==> config.mk <==
export PLATFORM = sky130hd
export DESIGN_NAME = cbrt_param
export DESIGN_NICKNAME = d
export VERILOG_FILES = /design/src/rtl/cbrt_param.sv
export SDC_FILE = /design/constraint.sdc
export NUM_CORES = 1
export LEC_CHECK = 0
export ABC_CLOCK_PERIOD_IN_PS = 5050
export CAP_MARGIN = 20
export CORE_MARGIN = 2
export CORE_UTILIZATION = 33
export DETAILED_ROUTE_END_ITERATION = 7
export PLACE_DENSITY = 0.47
export SLEW_MARGIN = 20
export SYNTH_ARGS = -nofsm -noshare
export SYNTH_HDL_FRONTEND = slang
export SYNTH_SLANG_ARGS = --single-unit
export TNS_END_PERCENT = 5
==> constraint.sdc <==
create_clock -name clk -period 5.05 [get_ports clk]
set_input_delay 0.505 -clock clk [delete_from_list [all_inputs] [get_ports clk]]
set_output_delay 0.505 -clock clk [all_outputs]
set_load 0.02 [all_outputs]
==> src/rtl/cbrt_param.sv <==
// Iterative integer cube root: floor(cbrt(x_i)) one result bit per clock, restoring digit method.
// Optional remainder output rem_o = x_i - result^3 when CBRT_REM_EN is defined.
module cbrt_param #(
  parameter int XW = 8
) (
  input  logic                   clk,
  input  logic                   rst,
  input  logic                   start,
  input  logic [XW-1:0]          x_i,
  output logic [(XW+2)/3-1:0]    result,
`ifdef CBRT_REM_EN
  output logic [XW-1:0]          rem_o,
`endif
  output logic                   busy,
  output logic                   done
);

  localparam int RW = (XW + 2) / 3;
  localparam int IW = 3 * RW;
  localparam int YW = 2 * RW;
  localparam int KW = (RW > 1) ? $clog2(RW) : 1;
  // Headroom for the 3q + 6y + 1 sum before it is shifted into place.
  localparam int WW = IW + 4;

  logic [IW-1:0] rem;
  logic [RW-1:0] y;
  logic [YW-1:0] ysq;
  logic [KW-1:0] k;

  logic [RW-1:0] y2, y_nx;
  logic [YW-1:0] q, ysq_nx;
  logic [KW+1:0] s;
  logic [WW-1:0] b, bs;
  logic          take;
  logic [IW-1:0] rem_nx;

  // One digit step: try appending a 1 bit to the root; (2y+1)^3 - (2y)^3 = 12y^2 + 6y + 1.
  always_comb begin
    y2     = y << 1;
    q      = ysq << 2;
    s      = ({2'b00, k} << 1) + {2'b00, k};
    b      = (WW'(q) << 1) + WW'(q) + (WW'(y2) << 1) + WW'(y2) + WW'(1);
    bs     = b << s;
    take   = (WW'(rem) >= bs);
    rem_nx = take ? (rem - bs[IW-1:0]) : rem;
    y_nx   = take ? (y2 | RW'(1)) : y2;
    // (2y+1)^2 = 4y^2 + 4y + 1, kept without a multiplier.
    ysq_nx = take ? (q + (YW'(y2) << 1) + YW'(1)) : q;
  end

`ifdef CBRT_REM_EN
  logic [XW-1:0] rem_out;
  assign rem_o = rem_out;
`endif

  always_ff @(posedge clk or posedge rst) begin
    if (rst) begin
      rem     <= '0;
      y       <= '0;
      ysq     <= '0;
      k       <= '0;
      result  <= '0;
      busy    <= 1'b0;
      done    <= 1'b0;
`ifdef CBRT_REM_EN
      rem_out <= '0;
`endif
    end else begin
      done <= 1'b0;
      if (!busy) begin
        if (start) begin
          rem  <= IW'(x_i);
          y    <= '0;
          ysq  <= '0;
          k    <= KW'(RW - 1);
          busy <= 1'b1;
        end
      end else begin
        rem <= rem_nx;
        y   <= y_nx;
        ysq <= ysq_nx;
        if (k != '0) begin
          k <= k - KW'(1);
        end else begin
          busy    <= 1'b0;
          done    <= 1'b1;
          result  <= y_nx;
`ifdef CBRT_REM_EN
          rem_out <= rem_nx[XW-1:0];
`endif
        end
      end
    end
  end

endmodule

==> qor.csv, run 1 <==
stage,metric,value,unit
grt,grt_busiest_layer,met2,
synthesis,synth_area_leader_cell,dfrtp_1,
critical_path,endpoint_kind,register,
timing,drv_slew,0,
critical_path,path_cells,ha_1 -> ha_1 -> and3b_1 -> o32ai_1 -> mux2i_1 -> a211oi_1 -> a21oi_1 -> or2_2 -> ha_1 -> nand4_1 -> o21ai_1 -> o21ai_1 -> a31o_1 -> or4_1 -> o211ai_1,
floorplan,rows,28,
timing,fmax,221,MHz
route,num_vias,1966,
timing,setup-tns-final,0,ns
grt,antenna_found_initial,0,
clocking,cts.clk_slew.worst_paths,0.09,ns
timing,fin_crit,4.52,ns
floorplan,die_area,0.00681,mm^2
floorplan,coreArea,0.00592,mm^2
grt,grt.total_usage,17.5,%
hold_path,hp-class,reg2reg,
route,dr.pass1.iters,4,
clocking,cts_made_buffers,3,
synthesis,netlist_area,0.00203,mm^2
route,drc,0,
route,avgViaCountPerCell,5.82,
critical_path,crit_top_cell,ha_1,
placement,io_buffers,15,
floorplan,die_h,82.5,um
clocking,insertion_delay,0.27,ns
timing,hold_viol_final,0,
synthesis,synth_edf_count,0,
synthesis,netlist.area_leader.share,24.6,%
grt,grt_pass1_wl,9.03,mm
route,wirelength,5.45,mm
floorplan,die_w,82.5,um
critical_path,critical_path_class,reg2reg,
placement,dp_hpwl,3.99,mm
synthesis,ys_warn_count,0,
route,initialDrtViolationCount,80,
grt,use_met2,28.2,%
synthesis,async_flop_share,100,%
clocking,hold_buffers,0,
placement,place.gp.congestion,0.864,
critical_path,critPathLaunchType,register,
synthesis,avgSynthCellArea,8.10,um^2
critical_path,required,5.23,ns
grt,first_global_vias,1807,
clocking,cts-resized-gates,0,
layout,n_antenna_cell,0,
clocking,cts.root.buffer_cell,clkbuf_8,
synthesis,ys_seq_area_share,24.6,%
synthesis,syn_inst,251,
route,ant_nets,0,
flow_run,cap_violations,0,
timing,fin_skew,0.00704,ns
clocking,cts_buffer_depth,2,
synthesis,ys_seq_elements,20,
synthesis,synthTopCellsByCount,"nand2_1 (24), nor2_1 (21), a21oi_1 (20), dfrtp_1 (20), ha_1 (19)",
timing,maxSlewHeadroom,43.4,%
synthesis,yosys-top-cells-area,"dfrtp_1 (25%), ha_1 (12%), a21oi_1 (4.9%)",
synthesis,synth.most_common_cell,nand2_1,
floorplan,start_util,34.3,%
timing,tightest_slew,0.848,ns
clocking,htreeDepth,1,
clocking,cts_tree,yes,
synthesis,synth-main-ff-cell,dfrtp_1,
clocking,post_cts_buffers,0,
timing,min_period_over_period,89.5,%
timing,rsz0062_at_grt,false,
layout,drive_above_1_share,7.60,%
grt,grt_use_met3,3.15,%
grt,overflow,0,
grt,use_met1,24.7,%
critical_path,crit_path_max_fanout,10,
timing,setup_viol,0,
synthesis,synth_cell_types,59,
layout,fin_nets,295,
floorplan,io_pins,16,
critical_path,max_stage_delay,0.53,ns
synthesis,syn-num-nets,282,
layout,syn2layout_area_growth,13.6,%
status,status,"finished, final reports clean",
route,wire_per_inst,16.1,um
clocking,cts_sinks,20,
critical_path,worst-endpoint-arrival,4.70,ns
critical_path,critPathSlowestCell,or4_1,
grt,grt_max_degree,25,
[layout make-up]
class	instances	area, um^2
sequential	20	500
tap	75	93.8
timing repair buffer	21	195
multi-input combinational	202	1410
inverter	16	60.1
fill	625	3610
clock buffer	4	55.1
[cell usage in the layout, fill, tap and decap left out, types with 4 or more instances in the layout]
master,synthesis,layout
inv_1,14,14
a21oi_1,20,20
nor3_1,5,5
clkbuf_8,0,4
o21ai_0,10,10
dfrtp_1,20,20
a31oi_1,5,5
clkdlybuf4s50_1,0,15
a211oi_1,4,4
buf_4,0,6
ha_1,19,19
nor2_1,21,21
mux2i_1,5,5
nand2_1,24,24
o211ai_1,10,10
nand2b_1,8,8
or4_1,5,5
and3_1,6,6
or3_1,6,6
[flip-flops by register name (all words and copies together) (netlist names)]
name,cells
k,2
rem,9
y,2
result,3
ysq,2
busy,1
done,1
[per-layer routing]
| layer | vias to the layer above | routed length [um] |
|---|---|---|
| li1 | 962 | - |
| met1 | 950 | 2740 |
| met2 | 49 | 2460 |
| met3 | 5 | 208 |
| met4 | 0 | 38 |
| met5 | - | 0 |
[cell families after synthesis]
group | Yosys count | synth area share, %
AND/OR/NAND/NOR | 93 | 23.4
XOR/XNOR | 3 | 1.29
AO/OA/AOI/OAI | 79 | 27.6
buffers and inverters | 29 | 6.28
flip-flops | 20 | 24.6
adder cells (fa/ha/maj) | 20 | 12.7
multiplexers | 7 | 4.12
[worst paths after layout]
kind	end	cells after the start	slack, ns	startpoint
setup / recovery	rem[4]$_DFFE_PP0P_	15	0.53	y[0]$_DFFE_PP0P_
hold / removal	result[1]$_DFFE_PP0P_	2	0.51	result[1]$_DFFE_PP0P_
setup reg to reg	rem[4]$_DFFE_PP0P_	15	0.53	y[0]$_DFFE_PP0P_
hold reg to reg	result[1]$_DFFE_PP0P_	2	0.51	result[1]$_DFFE_PP0P_
max in group asynchronous	rem[4]$_DFFE_PP0P_	2	3.82	rst
min in group asynchronous	result[2]$_DFFE_PP0P_	2	0.70	rst
[worst max-delay path: cells and delay by family (launching register included)]
kind,cells,cell delay [ns]
AOI/OAI and AO/OA,7,1.66
and+or+nand+nor,4,1.16
adders and majority gates,3,0.95
DFF,1,0.49
muxes,1,0.17
[through the flow]
step / std cells / worst slack [ns] / cell area (um^2) / util, % / hold WS, ns
floorplan: 251 / 0.866 / 2030 / - / 0.469
global route: 338 / 0.226 / 2310 / 39.0 / 0.527
finish: 338 / 0.532 / 2310 / 39.0 / 0.507
detailed placement: 334 / 0.652 / 2250 / 38.1 / 0.487
CTS: 338 / 0.563 / 2310 / 39.0 / 0.509
global placement: 334 / 0.740 / 2250 / 38.1 / 0.465
Power of run 1 is left out: the tool's default activity adds up to more than one toggle a clock period on the data nets, which glitch-free logic cannot reach.
==> inputs of run 2 (changes only) <==
--- a/constraint.sdc
+++ b/constraint.sdc
@@ -3,2 +3,2 @@
 set_output_delay 0.505 -clock clk [all_outputs]
-set_load 0.02 [all_outputs]
+set_load 0.05 [all_outputs]
==> results of run 2 <==
Same layout as run 1: the final DEF is identical, and so are final timing and power.
Power of run 2 is left out for the same reason.
